## config.mk

```make
export PLATFORM = sky130hd
export DESIGN_NAME = onchip_mem_arbiter_flat
export DESIGN_NICKNAME = d
export VERILOG_FILES = /design/src/rtl/onchip_mem_arbiter_if.sv /design/src/rtl/onchip_mem_arbiter.sv /design/src/flat_wrapper.sv
export SDC_FILE = /design/constraint.sdc
export NUM_CORES = 1
export LEC_CHECK = 0
export ABC_AREA = 1
export BUFFER_PORTS_ARGS = -buffer_cell sky130_fd_sc_hd__buf_4
export CAP_MARGIN = 30
export CORE_AREA = 2 2 88 90
export CTS_CLUSTER_DIAMETER = 80
export CTS_CLUSTER_SIZE = 10
export DETAILED_ROUTE_END_ITERATION = 6
export DIE_AREA = 0 0 90 92
export MAX_ROUTING_LAYER = met4
export PLACE_DENSITY = 0.73
export SETUP_SLACK_MARGIN = 0.2
export SYNTH_ARGS = -nofsm -noshare
export SYNTH_HDL_FRONTEND = slang
export SYNTH_SLANG_ARGS = --single-unit
```

## constraint.sdc

```tcl
create_clock -name clk -period 1.8 [get_ports clk]
set_input_delay 0.36 -clock clk [delete_from_list [all_inputs] [get_ports clk]]
set_output_delay 0.36 -clock clk [all_outputs]
set_load 0.05 [all_outputs]
```

## src/rtl/onchip_mem_arbiter_if.sv

```systemverilog
// ---------------------------------------------------------------------------
// onchip_mem_arbiter_if
// Bundles the three Avalon-style ports that meet at the on-chip RAM arbiter:
//   i_*   instruction-fetch master (read-only)
//   d_*   data master (read/write)
//   mem_* single port of the 2048x32 on-chip RAM
// Modports:
//   slave  : the arbiter's view (it serves both masters and drives the RAM)
//   master : the surrounding system's view (CPU masters and the RAM itself)
// ---------------------------------------------------------------------------
interface onchip_mem_arbiter_if #(
  parameter int ADDR_W = 11,
  parameter int DATA_W = 32
);
  // Instruction master
  logic [ADDR_W-1:0]   i_address;
  logic                i_read;
  logic                i_waitrequest;
  logic [DATA_W-1:0]   i_readdata;
  logic                i_readdatavalid;
  // Data master
  logic [ADDR_W-1:0]   d_address;
  logic                d_read;
  logic                d_write;
  logic [DATA_W/8-1:0] d_byteenable;
  logic [DATA_W-1:0]   d_writedata;
  logic                d_waitrequest;
  logic [DATA_W-1:0]   d_readdata;
  logic                d_readdatavalid;
  // RAM port
  logic [ADDR_W-1:0]   mem_address;
  logic [DATA_W/8-1:0] mem_byteenable;
  logic                mem_chipselect;
  logic                mem_write;
  logic [DATA_W-1:0]   mem_writedata;
  logic                mem_clken;
  logic [DATA_W-1:0]   mem_readdata;

  modport slave (
    input  i_address, i_read,
    output i_waitrequest, i_readdata, i_readdatavalid,
    input  d_address, d_read, d_write, d_byteenable, d_writedata,
    output d_waitrequest, d_readdata, d_readdatavalid,
    output mem_address, mem_byteenable, mem_chipselect, mem_write,
    output mem_writedata, mem_clken,
    input  mem_readdata
  );

  modport master (
    output i_address, i_read,
    input  i_waitrequest, i_readdata, i_readdatavalid,
    output d_address, d_read, d_write, d_byteenable, d_writedata,
    input  d_waitrequest, d_readdata, d_readdatavalid,
    input  mem_address, mem_byteenable, mem_chipselect, mem_write,
    input  mem_writedata, mem_clken,
    output mem_readdata
  );
endinterface

```

## src/rtl/onchip_mem_arbiter.sv

```systemverilog
// ---------------------------------------------------------------------------
// onchip_mem_arbiter
// Front-end for the single-port on-chip RAM of the tiger_mips core. Merges the
// instruction-fetch master and the data master onto one RAM port, granting at
// most one access per cycle (round-robin or data-priority) and stalling the
// loser with waitrequest. Returns readdatavalid, one cycle after acceptance,
// to the master that issued the read, and counts contention cycles.
// Ports:
//   clk          system clock, all state on the rising edge
//   reset_n      asynchronous active-low reset
//   bus          i_*/d_* master ports and mem_* RAM port (slave modport)
//   conflict_cnt saturating count of cycles where both masters requested
// ---------------------------------------------------------------------------
module onchip_mem_arbiter #(
  parameter int ADDR_W        = 11,
  parameter int DATA_W        = 32,
  parameter int DATA_PRIORITY = 0,
  parameter int CNT_W         = 16
) (
  input  logic                 clk,
  input  logic                 reset_n,
  onchip_mem_arbiter_if.slave  bus,
  output logic [CNT_W-1:0]     conflict_cnt
);

  localparam int BE_W = DATA_W / 8;

  typedef enum logic {
    GNT_I = 1'b0,
    GNT_D = 1'b1
  } grant_e;

  grant_e             last_grant_q, last_grant_d;
  logic               i_rdvalid_q, i_rdvalid_d;
  logic               d_rdvalid_q, d_rdvalid_d;
  logic [CNT_W-1:0]   conflict_cnt_q, conflict_cnt_d;

  logic               i_req_s, d_req_s;
  logic               i_gnt_s, d_gnt_s;

  assign i_req_s = bus.i_read;
  assign d_req_s = bus.d_read | bus.d_write;

  // Grant selection from the current requests and the previous winner.
  always_comb begin
    i_gnt_s = 1'b0;
    d_gnt_s = 1'b0;
    case ({i_req_s, d_req_s})
      2'b10: i_gnt_s = 1'b1;
      2'b01: d_gnt_s = 1'b1;
      2'b11: begin
        if (DATA_PRIORITY != 0) begin
          d_gnt_s = 1'b1;
        end else if (last_grant_q == GNT_D) begin
          i_gnt_s = 1'b1;
        end else begin
          d_gnt_s = 1'b1;
        end
      end
      default: begin
        i_gnt_s = 1'b0;
        d_gnt_s = 1'b0;
      end
    endcase
  end

  // Next-state for the grant history, read-valid tracking and contention counter.
  always_comb begin
    last_grant_d   = last_grant_q;
    conflict_cnt_d = conflict_cnt_q;
    if (i_gnt_s) begin
      last_grant_d = GNT_I;
    end else if (d_gnt_s) begin
      last_grant_d = GNT_D;
    end else begin
      last_grant_d = last_grant_q;
    end
    // Instruction grants are always reads; a data access with write set is a
    // write even if read is also high, so it never returns data.
    i_rdvalid_d = i_gnt_s;
    d_rdvalid_d = d_gnt_s & bus.d_read & ~bus.d_write;
    if (i_req_s && d_req_s && (conflict_cnt_q != {CNT_W{1'b1}})) begin
      conflict_cnt_d = conflict_cnt_q + {{(CNT_W-1){1'b0}}, 1'b1};
    end else begin
      conflict_cnt_d = conflict_cnt_q;
    end
  end

  // State registers; reset drops any read in flight.
  always_ff @(posedge clk or negedge reset_n) begin
    if (!reset_n) begin
      last_grant_q   <= GNT_D;
      i_rdvalid_q    <= 1'b0;
      d_rdvalid_q    <= 1'b0;
      conflict_cnt_q <= {CNT_W{1'b0}};
    end else begin
      last_grant_q   <= last_grant_d;
      i_rdvalid_q    <= i_rdvalid_d;
      d_rdvalid_q    <= d_rdvalid_d;
      conflict_cnt_q <= conflict_cnt_d;
    end
  end

  // RAM drive muxed from the granted master; idle cycles present zeros.
  always_comb begin
    bus.mem_chipselect = i_gnt_s | d_gnt_s;
    bus.mem_write      = d_gnt_s & bus.d_write;
    bus.mem_clken      = 1'b1;
    if (i_gnt_s) begin
      bus.mem_address    = bus.i_address;
      bus.mem_byteenable = {BE_W{1'b1}};
    end else if (d_gnt_s) begin
      bus.mem_address    = bus.d_address;
      bus.mem_byteenable = bus.d_byteenable;
    end else begin
      bus.mem_address    = {ADDR_W{1'b0}};
      bus.mem_byteenable = {BE_W{1'b0}};
    end
    if (i_gnt_s || d_gnt_s) begin
      bus.mem_writedata = bus.d_writedata;
    end else begin
      bus.mem_writedata = {DATA_W{1'b0}};
    end
  end

  // Master-facing handshake and read return; RAM q is shared by both masters.
  always_comb begin
    bus.i_waitrequest   = i_req_s & ~i_gnt_s;
    bus.d_waitrequest   = d_req_s & ~d_gnt_s;
    bus.i_readdatavalid = i_rdvalid_q;
    bus.d_readdatavalid = d_rdvalid_q;
    bus.i_readdata      = bus.mem_readdata;
    bus.d_readdata      = bus.mem_readdata;
  end

  assign conflict_cnt = conflict_cnt_q;

endmodule

```

## src/flat_wrapper.sv

```systemverilog
// flat-port wrapper written by rule: the top's interface ports become plain ports
module onchip_mem_arbiter_flat 
#(
  parameter int ADDR_W        = 11,
  parameter int DATA_W        = 32,
  parameter int DATA_PRIORITY = 0,
  parameter int CNT_W         = 16
)
  (clk, reset_n, conflict_cnt, bus_i_address, bus_i_read, bus_i_waitrequest, bus_i_readdata, bus_i_readdatavalid, bus_d_address, bus_d_read, bus_d_write, bus_d_byteenable, bus_d_writedata, bus_d_waitrequest, bus_d_readdata, bus_d_readdatavalid, bus_mem_address, bus_mem_byteenable, bus_mem_chipselect, bus_mem_write, bus_mem_writedata, bus_mem_clken, bus_mem_readdata);
  onchip_mem_arbiter_if #(.ADDR_W(ADDR_W), .DATA_W(DATA_W)) bus_i ();
  input  logic clk;
  input  logic reset_n;
  output logic [CNT_W-1:0] conflict_cnt;
  input wire logic [$bits(bus_i.i_address)-1:0] bus_i_address;
  input wire logic [$bits(bus_i.i_read)-1:0] bus_i_read;
  output wire logic [$bits(bus_i.i_waitrequest)-1:0] bus_i_waitrequest;
  output wire logic [$bits(bus_i.i_readdata)-1:0] bus_i_readdata;
  output wire logic [$bits(bus_i.i_readdatavalid)-1:0] bus_i_readdatavalid;
  input wire logic [$bits(bus_i.d_address)-1:0] bus_d_address;
  input wire logic [$bits(bus_i.d_read)-1:0] bus_d_read;
  input wire logic [$bits(bus_i.d_write)-1:0] bus_d_write;
  input wire logic [$bits(bus_i.d_byteenable)-1:0] bus_d_byteenable;
  input wire logic [$bits(bus_i.d_writedata)-1:0] bus_d_writedata;
  output wire logic [$bits(bus_i.d_waitrequest)-1:0] bus_d_waitrequest;
  output wire logic [$bits(bus_i.d_readdata)-1:0] bus_d_readdata;
  output wire logic [$bits(bus_i.d_readdatavalid)-1:0] bus_d_readdatavalid;
  output wire logic [$bits(bus_i.mem_address)-1:0] bus_mem_address;
  output wire logic [$bits(bus_i.mem_byteenable)-1:0] bus_mem_byteenable;
  output wire logic [$bits(bus_i.mem_chipselect)-1:0] bus_mem_chipselect;
  output wire logic [$bits(bus_i.mem_write)-1:0] bus_mem_write;
  output wire logic [$bits(bus_i.mem_writedata)-1:0] bus_mem_writedata;
  output wire logic [$bits(bus_i.mem_clken)-1:0] bus_mem_clken;
  input wire logic [$bits(bus_i.mem_readdata)-1:0] bus_mem_readdata;
  assign bus_i.i_address = bus_i_address;
  assign bus_i.i_read = bus_i_read;
  assign bus_i_waitrequest = bus_i.i_waitrequest;
  assign bus_i_readdata = bus_i.i_readdata;
  assign bus_i_readdatavalid = bus_i.i_readdatavalid;
  assign bus_i.d_address = bus_d_address;
  assign bus_i.d_read = bus_d_read;
  assign bus_i.d_write = bus_d_write;
  assign bus_i.d_byteenable = bus_d_byteenable;
  assign bus_i.d_writedata = bus_d_writedata;
  assign bus_d_waitrequest = bus_i.d_waitrequest;
  assign bus_d_readdata = bus_i.d_readdata;
  assign bus_d_readdatavalid = bus_i.d_readdatavalid;
  assign bus_mem_address = bus_i.mem_address;
  assign bus_mem_byteenable = bus_i.mem_byteenable;
  assign bus_mem_chipselect = bus_i.mem_chipselect;
  assign bus_mem_write = bus_i.mem_write;
  assign bus_mem_writedata = bus_i.mem_writedata;
  assign bus_mem_clken = bus_i.mem_clken;
  assign bus_i.mem_readdata = bus_mem_readdata;
  onchip_mem_arbiter #(.ADDR_W(ADDR_W), .DATA_W(DATA_W), .DATA_PRIORITY(DATA_PRIORITY), .CNT_W(CNT_W)) u_core (.clk(clk), .reset_n(reset_n), .bus(bus_i), .conflict_cnt(conflict_cnt));
endmodule
```

==> summary.md, run 1 <==
| Metric | Value |
|---|---|
| Max capacitance violation total | `0` |
| Sum Neg Setup Slack | `-979 ps` |
| Global-route wire length before repair | `11500 µm` |
| DIE AREA | `8280 µm²` |
| Drc violations | `0` |
| FP Rows | `32` |
| All-Layer GR Usage | `0.177` |
| Placeable core region | `7450 µm²` |
| Insertion delay to the later sink of the worst-skew pair | `260 ps` |
| Cell at the slowest stage of the critical path | `dfstp_2` |
| Slowest cell delay on critical path | `550 ps` |
| CP top delay family | `flip-flops` |
| PortBufs | `about 130` |
| Mapped Area | `2110 µm²` |
| Synth top area cells | `buf_4 23%, dfrtp_1 21%, nand2_1 18%, inv_1 9.6%, nor2_1 8.4%` |
| Share of layout cells above drive strength 1 | `0.475` |
| Syn_area_per_cell | `approximately 6 µm²` |
| Vias | `2201` |
| CP cell instances | `nand2_2 > nand2_2 > nand2_2 > inv_4 > clkbuf_16 > nand2_2 > nand2_4 > buf_8` |
| Post-synthesis sequential area ratio | `0.226` |
| Max VDD drop | `0.000672 V` |
| Die height | `92 µm` |
| # nets final | `520` |
| Seq cells post-synth | `19` |
| Initial Utilization | `0.284` |
| Async SR Flop Fraction | `1.00` |
| Tot Pwr | `2130 µW` |
| Outcome | `complete, but fails checks` |
| Data arrival time of the worst path | `1530 ps` |
| Vias per std cell | `4.19` |
| Critical path depth | `8` |
| Clock buffer count from CTS | `3` |
| Synth-to-Final Area Change | `53.0%` |
| Dominant cell type by area after synthesis | `buf_4` |
| Final wirelength | `7620 µm` |
| Count leader, synth | `nand2_1` |
| Slew Limit Fails | `0` |
| Yosys top cell area share | `0.235` |
| Distinct cells, synth | `22` |
| Antenna diode count | `0` |
| HP Class | `primary input to flip-flop` |
| Warnings, synthesis | `0` |
| Clock-pin slew on the worst setup and hold paths | `approximately 70 ps` |
| CTS tree | `yes` |
| Worst reg2reg path startpoint | `u_core.conflict_cnt[0]` |
| Critical Path Start Type | `flip-flop` |
| R2R cell count | `7` |
| Initial antenna violation count | `0` |
| Vias in the first global route | `2154` |
| Number of synthesized flops with an enable pin | `0` |
| Violated checks | `negative setup slack` |
| CP Capture Type | `output port` |
| Buf+Inv Stages, Crit Path | `3` |
| Lkg Pwr | `about 0.0018 µW` |
| Fillers | `770` |
| 1st-pass router iterations | `4` |
| GR Overflow Total | `0` |
| Worst Skew | `roughly 1.1 ps` |
| Critical path type | `flip-flop to output port` |
| Critical Path RT | `~1400 ps` |
| Post-Layout Cell Count | `roughly 530` |
| Hold Violations, Final | `0` |
| Final Util | `0.434` |
| Longest Clk Path Bufs | `2` |
| Period utilization | `1.05` |
| Crit-path most repeated cell | `nand2_2` |
| WHS | `approximately 400 ps` |
| Area of the multi-input gates | `1090 µm²` |
| H-tree levels | `1` |
| WHS Path Cells | `4` |
| Detailed Route Iter0 Violations | `74` |
| Num ports | `between 200 and 250` |
| Die Span X | `approximately 90 µm` |
| Min Tclk post-route | `1890 ps` |
| F_max | `529 MHz` |
| ANT nets after route | `0` |
| RSZ-0062 raised after global routing | `true` |
| Post-synth top flop | `dfrtp_1` |
| Fin worst setup slack | `-91.8 ps` |
| CTS root buffer | `clkbuf_8` |
| Sink Count | `19` |
| Average wire per standard cell | `~15 µm` |
| Critical-path maximum fanout | `5` |
| Critical path startpoint | `u_core.last_grant_q` |
| Synth Instances | `346` |
| Pwr dens | `~660 nW/µm²` |
| Top cells by count, synth | `104 x nand2_1, 66 x buf_4, 54 x inv_1, 47 x nor2_1, 23 x nand3_1` |
| Hold_sp | `bus_i_read` |
| Post-DP HPWL | `6060 µm` |
| Largest net degree at the start of global routing | `34` |
| Cell count after placement | `516` |
| # setup viols final | `15` |
| Syn Nets | `442` |
| Register Area | `484 µm²` |
| Final GP Congestion | `slightly below 0.9` |
per-layer routing:
metal | part of all wire | global-route usage
met2 | 0.42 | 0.243
met3 | 0.14 | 0.0896
met1 | 0.42 | 0.227
met4 | 0.017 | 0.0526
met5 | 0 | -
area by class of cell:
class,count,area share
Timing Repair Buffer,146,0.396
Multi-Input combinational cell,199,0.336
Sequential cell,19,0.150
Inverter,55,0.0647
Tap cell,102,0.0395
Clock buffer,4,0.0139
sequential cells by signal (all words and copies together), names as in the netlist:
register	cells
u_core.bus.d_readdatavalid	1
u_core.last_grant_q	1
u_core.conflict_cnt	16
u_core.bus.i_readdatavalid	1
cell usage in the layout, fill, tap and decap left out, drive strengths merged, types with 3 or more instances in the layout:
cell,Yosys,routed
buf,71,144
clkbuf,2,5
dfrtp,18,18
inv,55,55
nand2,107,107
nand3,23,23
nand4,5,5
nor2,54,54
xnor2,3,3
xor2,3,3
what timing repair did:
item                                    in CTS  in global routing
hold buffers                                 1                  0
endpoints found under the setup margin      41                 61
pin swaps                                    0                  4
setup buffers                                2                  1
cloned                                       0                  1
gates resized for setup                     50                 18
endpoints found under the hold margin       18                  0
cell families after synthesis:
family | after synthesis | synth area share
XOR/XNOR | 6 | 0.0249
adder cells (fa/ha/maj) | 1 | 0.00592
other | 1 | 0.00178
AND/OR/NAND/NOR | 191 | 0.388
flip-flops | 19 | 0.226
buffers and inverters | 128 | 0.354
path summary, 6_finish.rpt:
path / endpoint / slack (ps)
setup / recovery: bus_mem_address[2] / -90
hold / removal: u_core.last_grant_q / 400
setup reg to reg: u_core.conflict_cnt[2] / 330
hold reg to reg: u_core.conflict_cnt[15] / 530
max in group asynchronous: u_core.last_grant_q / 1030
min in group asynchronous: u_core.conflict_cnt[6] / 510
worst reg2reg max path, cell delays in order, from the launching register on:
cell and delay, ps:
dfrtp_2 430, ha_4 160, inv_1 60, nor2_4 180, nand4_4 190, nand2_2 240, nand2_1 80, nand2_1 70
report_power, final:
part	leakage, µW	switching [µW]	internal, µW
registers	0.000246	77.1	482
clock network	0.0000228	146	158
logic	0.00154	799	473
metrics by stage:
step	worst slack [ps]	area, µm²
global placement	108	2890
finish	-91.8	3230
CTS	-63.9	3130
detailed placement	65.9	2890
global route	-164	3230
floorplan	74.6	2220
(Power assumes the default switching activity.)
==> run 2: changes to the inputs <==
--- a/config.mk
+++ b/config.mk
@@ -10,7 +10,7 @@
 export CAP_MARGIN = 30
 export CORE_AREA = 2 2 88 90
 export CTS_CLUSTER_DIAMETER = 80
-export CTS_CLUSTER_SIZE = 10
+export CTS_CLUSTER_SIZE = 14
 export DETAILED_ROUTE_END_ITERATION = 6
 export DIE_AREA = 0 0 90 92
 export MAX_ROUTING_LAYER = met4
==> constraint.sdc (replaced) <==
create_clock -name clk -period 1.8 [get_ports clk]
set_input_delay 0.36 -clock clk [delete_from_list [all_inputs] [get_ports clk]]
set_output_delay 0.36 -clock clk [all_outputs]
set_load 0.005 [all_outputs]
==> run 2 against run 1 <==
  * The flow still finishes with violations (negative setup slack)
  * Cell area decreased by 9.2%
  * Non-clock buffer count down 1
  * Worst setup slack improved by 83 ps
  * Maximum frequency rose by 4.6%
  * Flip-flop and latch count unchanged
  * Combinational power fell by 45%
  * First-iteration DRC count decreased by 9.5%
  * Global-route usage fell by 1.1 points
  * Critical path depth decreased by 1
==> summary.md, run 2 (synthesis results as in run 1) <==
| Metric | Value |
|---|---|
| GR Util met1 | `0.205` |
| Num ports | `229` |
| HP Class | `primary input to flip-flop` |
| Die height | `92 µm` |
| CTS root buffer | `clkbuf_8` |
| Global-route wire length before repair | `10800 µm` |
| Outcome | `complete, but fails checks` |
| GR Overflow Total | `0` |
| 1st-pass router iterations | `4` |
| Cell at the slowest stage of the critical path | `dfstp_2` |
| Min Tclk post-route | `1810 ps` |
| Fillers | `about 800` |
| Buf+Inv Stages, Crit Path | `2` |
| Worst Skew | `5.35 ps` |
| F_max | `approximately 550 MHz` |
| Commonest non-fill, non-tap cell in the layout | `buf_4` |
| Period utilization | `1.01` |
| Sink Count | `19` |
| Max capacitance violation total | `0` |
| Switching pwr | `536 µW` |
| Most frequent cells in the layout | `137 x buf_4, 94 x nand2_1, 52 x inv_1, 43 x nor2_1, 23 x nand3_1` |
| Drc violations | `0` |
| Max VDD drop | `0.000463 V` |
| WHS | `around 420 ps` |
| Initial antenna violation count | `0` |
| Area of the multi-input gates | `938 µm²` |
| Longest Clk Path Bufs | `2` |
| Max reg flops | `16` |
| Critical-path maximum fanout | `6` |
| Post-Layout Cell Count | `525` |
| H-tree levels | `1` |
| Clk pwr share | `0.207` |
| Detailed Route Iter0 Violations | `between 60 and 70` |
| Fin worst setup slack | `-9.21 ps` |
| Critical path type | `flip-flop to output port` |
| Clock-pin slew on the worst setup and hold paths | `80 ps` |
| Largest net degree at the start of global routing | `34` |
| Pwr dens | `529 nW/µm²` |
| Antenna diode count | `0` |
| PortBufs | `131` |
| RSZ-0062 raised after global routing | `true` |
| Post-DP HPWL | `5680 µm` |
| Vias in the first global route | `2110` |
| Violated checks | `negative setup slack` |
| Insertion delay to the later sink of the worst-skew pair | `260 ps` |
| CP top delay family | `flip-flops` |
| Met3 global-route usage | `0.0994` |
| DIE AREA | `~8300 µm²` |
| Lkg Pwr | `0.00171 µW` |
| # nets final | `520` |
| Switching part of the total power | `0.345` |
| Register Area | `477 µm²` |
| Met2 Use GR | `0.236` |
| Internal | `approximately 1000 µW` |
| Synth-to-Final Area Change | `39.0%` |
| Vias per std cell | `4.27` |
| Data arrival time of the worst path | `1450 ps` |
| CP cell instances | `nand2_2 > nand2_2 > nand2_4 > clkinvlp_4 > nand2_1 > nand2_1 > buf_4` |
| Critical Path Start Type | `flip-flop` |
| Placeable core region | `around 7400 µm²` |
| Die Span X | `90 µm` |
| Cell count after placement | `roughly 510` |
| Clock buffer count from CTS | `3` |
| ANT nets after route | `0` |
| # setup viols final | `2` |
| Share of layout cells above drive strength 1 | `0.421` |
| CP Capture Type | `output port` |
| All-Layer GR Usage | `0.166` |
| Sequential cell fraction of total power | `0.343` |
| Vias | `around 2200` |
| CTS tree | `yes` |
| Top Usage Layer GRT | `met2` |
| Average wire per standard cell | `13.7 µm` |
| Slew Limit Fails | `0` |
| Final wirelength | `7200 µm` |
| Critical Path RT | `roughly 1400 ps` |
| Hold Violations, Final | `0` |
| FP Rows | `32` |
| Final GP Congestion | `0.814` |
| Slowest cell delay on critical path | `approximately 550 ps` |
| Gate power share | `0.450` |
| Initial Utilization | `0.284` |
==> run 2: changes by cell type in the layout (fill, tap and decap cells not counted), sizes merged <==
cell | before | now
clkinvlp | 0 | 3
inv | 55 | 54
clkbuf | 5 | 3
==> run 2: per-stage QoR <==
step / area (µm²) / total power (µW) / setup slack, ps / utilization / setup TNS (ps)
final: 2940 / 1550 / -9.21 / 0.394 / -13.1
after global routing: 2940 / 1660 / -58.8 / 0.394 / -413
after CTS: 2850 / 1530 / 54.2 / 0.383 / 0
after detailed placement: 2750 / 1180 / -4.62 / 0.369 / -4.62
after global placement: 2750 / 1170 / 46.5 / 0.369 / 0
after floorplan: 2110 / 895 / 278 / - / 0
==> run 2: area by class of cell <==
type | instances | area share
Inverter | 55 | 0.0716
Timing Repair inverter | 1 | 0.00256
Clock inverter | 1 | 0.00256
Sequential cell | 19 | 0.162
Multi-Input combinational cell | 199 | 0.320
Timing Repair Buffer | 145 | 0.384
Tap cell | 102 | 0.0435
Clock buffer | 3 | 0.0141
==> run 2: layer usage <==
metal,share of wire,up-vias
met5,0,-
met4,0.0081,0
met3,0.14,18
met2,0.43,106
met1,0.42,1015
li1,-,1104
==> run 2: power by group through the flow <==
| stage | logic (µW) | clock network [µW] | registers [µW] |
|---|---|---|---|
| floorplan | 353 | 0 | 541 |
| global placement | 637 | 0 | 538 |
| CTS | 666 | 331 | 533 |
| finish | 700 | 321 | 533 |
| detailed placement | 642 | 0 | 541 |
| global route | 769 | 348 | 541 |
==> run 2: worst min-delay path: cells and delay by family <==
| family | cells | cell delay, ps |
|---|---|---|
| AND/OR/NAND/NOR | 2 | 100 |
| buffers and inverters | 2 | 210 |
==> run 2: path summary, 6_finish.rpt <==
path,start,endpoint,slack (ps),cells past startpoint
worst max-delay path,u_core.last_grant_q,bus_mem_address[10],-9,7
max in group asynchronous,reset_n,u_core.last_grant_q,1020,2
worst min register to register,u_core.conflict_cnt[15],u_core.conflict_cnt[15],540,2
min in group asynchronous,reset_n,u_core.conflict_cnt[7],510,2
worst max register to register,u_core.conflict_cnt[1],u_core.conflict_cnt[10],320,8
worst min-delay path,bus_i_read,u_core.last_grant_q,420,4
==> run 2: what timing repair did <==
action	4_1_cts	5_1_grt
buffers inserted	3	3
gates cloned	1	0
endpoints found under the hold margin	18	0
gates resized for setup	6	20
endpoints found under the setup margin	38	64
pin swaps	5	10
hold buffers	1	0
==> run 3: changes to the inputs <==
--- a/config.mk
+++ b/config.mk
@@ -15,7 +15,7 @@
 export DIE_AREA = 0 0 90 92
 export MAX_ROUTING_LAYER = met4
 export PLACE_DENSITY = 0.73
-export SETUP_SLACK_MARGIN = 0.2
+export SETUP_SLACK_MARGIN = 0.15
 export SYNTH_ARGS = -nofsm -noshare
 export SYNTH_HDL_FRONTEND = slang
 export SYNTH_SLANG_ARGS = --single-unit
==> run 3 against run 2 <==
  * The run still ends with negative setup slack left
  * Hold slack about the same
  * Via count up 0.49%
  * Sequential power about the same
  * Total power about the same
  * Critical path type unchanged
  * Critical endpoint unchanged
  * Largest cell class unchanged
  * Largest power group unchanged
==> summary.md, run 3 (synthesis results as in run 1) <==
| Metric | Value |
|---|---|
| Worst reg2reg setup slack | `300 ps` |
| Most frequent cells in the layout | `137 x buf_4, 94 x nand2_1, 53 x inv_1, 44 x nor2_1, 23 x nand3_1` |
| Placeable core region | `7450 µm²` |
| Gate power share | `0.449` |
| FP Rows | `32` |
| Cell count after placement | `513` |
| Average wire per standard cell | `13.8 µm` |
| Pwr dens | `530 nW/µm²` |
| Switching pwr | `approximately 540 µW` |
| Post-DP HPWL | `5680 µm` |
| Internal | `1020 µW` |
| Clock buffer count from CTS | `3` |
| Synth-to-Final Area Change | `38.6%` |
| Vias | `2254` |
| Num ports | `229` |
| Dpl ws | `-4.62 ps` |
| Share of layout cells above drive strength 1 | `0.416` |
| Vias in the first global route | `between 2000 and 2500` |
| Cell Area, Placed | `2750 µm²` |
| F_max | `554 MHz` |
| CTS root buffer | `clkbuf_8` |
| Critical Path End | `bus_mem_address[10]` |
| Global-route wire length before repair | `10800 µm` |
| # setup viols final | `2` |
| # nets final | `520` |
| DIE AREA | `8280 µm²` |
| Max capacitance violation total | `0` |
| Critical Path Start Type | `flip-flop` |
| R2R cell count | `7` |
| Post-Layout Cell Count | `525` |
| Clk pwr share | `0.208` |
| Drc violations | `0` |
| Fin worst setup slack | `-5.19 ps` |
| Data arrival time of the worst path | `1450 ps` |
| Min Tclk post-route | `around 1800 ps` |
| H-tree levels | `1` |
| Vias per std cell | `around 4.3` |
| Highest Signal Layer | `met4` |
| Lkg Pwr | `0.00171 µW` |
| Detailed Route Iter0 Violations | `75` |
| Violated checks | `negative setup slack` |
| GR Overflow Total | `0` |
| Final GP Congestion | `0.814` |
| Antenna diode count | `0` |
| R2r endpoint | `u_core.conflict_cnt[8]` |
| Met3 wire len | `1050 µm` |
| Die height | `a little over 90 µm` |
| Slew Limit Fails | `0` |
| Finished Cell Area | `2930 µm²` |
| Die Span X | `90 µm` |
| Worst Skew | `6.77 ps` |
| Max reg flops | `16` |
| RSZ-0062 raised after global routing | `true` |
| Sequential cell fraction of total power | `0.343` |
| Outcome | `complete, but fails checks` |
| CP Capture Type | `output port` |
| Initial antenna violation count | `0` |
| Sink Count | `19` |
| Worst reg2reg path startpoint | `u_core.conflict_cnt[1]` |
| Hold Violations, Final | `0` |
| Commonest non-fill, non-tap cell in the layout | `buf_4` |
| Max VDD drop | `0.000463 V` |
| Critical path startpoint | `u_core.last_grant_q` |
| Insertion delay to the later sink of the worst-skew pair | `260 ps` |
| Largest net degree at the start of global routing | `34` |
| Met1 Wirelength | `2970 µm` |
| Critical-path maximum fanout | `6` |
| Final wirelength | `slightly above 7000 µm` |
| Critical Path RT | `1440 ps` |
| WHS | `about 420 ps` |
| Switching part of the total power | `0.345` |
| Clock-pin slew on the worst setup and hold paths | `80 ps` |
| Fillers | `just over 800` |
| Longest Clk Path Bufs | `2` |
| CTS tree | `yes` |
| 1st-pass router iterations | `4` |
| PortBufs | `131` |
| HP Class | `primary input to flip-flop` |
| Initial Utilization | `0.284` |
| Met2 wire length | `3120 µm` |
| ANT nets after route | `0` |
| Critical path type | `flip-flop to output port` |
| All-Layer GR Usage | `0.166` |
| Period utilization | `1.00` |
| Final Util | `0.393` |
==> run 3: cell counts in the layout (fill, tap and decap cells not counted) <==
No cell type changed its count.
==> run 3: metal layers <==
metal,vias up,global-route usage
li1,1105,-
met1,1017,0.204
met2,112,0.236
met3,20,0.0994
met4,0,0.0333
met5,-,-
==> run 3: critical path, cell delays in order (launching register included) <==
cell and delay (ps):
dfstp_2 550, nand2_2 60, nand2_2 90, nand2_4 80, clkinvlp_4 150, nand2_1 90, nand2_1 70, buf_4 100
==> run 3: worst min path at each step <==
stage | startpoint | endpoint | cells past startpoint
6_report | bus_d_read | u_core.bus.d_readdatavalid | 2
5_1_grt | bus_d_read | u_core.bus.d_readdatavalid | 2
4_1_cts | bus_i_read | u_core.last_grant_q | 4
3_5_place_dp | reset_n | u_core.conflict_cnt[7] | 1
3_3_place_gp | reset_n | u_core.conflict_cnt[5] | 1
2_1_floorplan | reset_n | u_core.bus.d_readdatavalid | 0
==> run 3: area by class of cell <==
type,instances,area [µm²],area share
Clock buffer,3,41.3,0.0141
Tap cell,102,128,0.0436
Sequential cell,19,477,0.163
Timing Repair Buffer,145,1130,0.385
Multi-Input combinational cell,199,931,0.318
Clock inverter,1,7.51,0.00256
Inverter,55,210,0.0718
Timing Repair inverter,1,7.51,0.00256
==> run 3: through the flow <==
step | total power (µW) | setup TNS (ps)
final | 1550 | -6.49
after global routing | 1660 | -413
after CTS | 1530 | 0
after detailed placement | 1180 | -4.62
after global placement | 1170 | 0
after floorplan | 895 | 0
==> run 3: what timing repair did <==
item | in CTS | in global routing
setup endpoints to repair | 24 | 45
hold endpoints to repair | 18 | 0
setup buffers | 3 | 3
gates resized for setup | 6 | 17
pin swaps | 5 | 9
hold buffers | 1 | 0
gates cloned | 1 | 0
==> run 3: power by group through the flow <==
stage	Sequential, µW	Clock [µW]	Combinational [µW]
3_3_place_gp	538	0	637
6_report	532	323	697
2_1_floorplan	541	0	353
5_1_grt	541	348	766
4_1_cts	533	331	666
3_5_place_dp	541	0	642
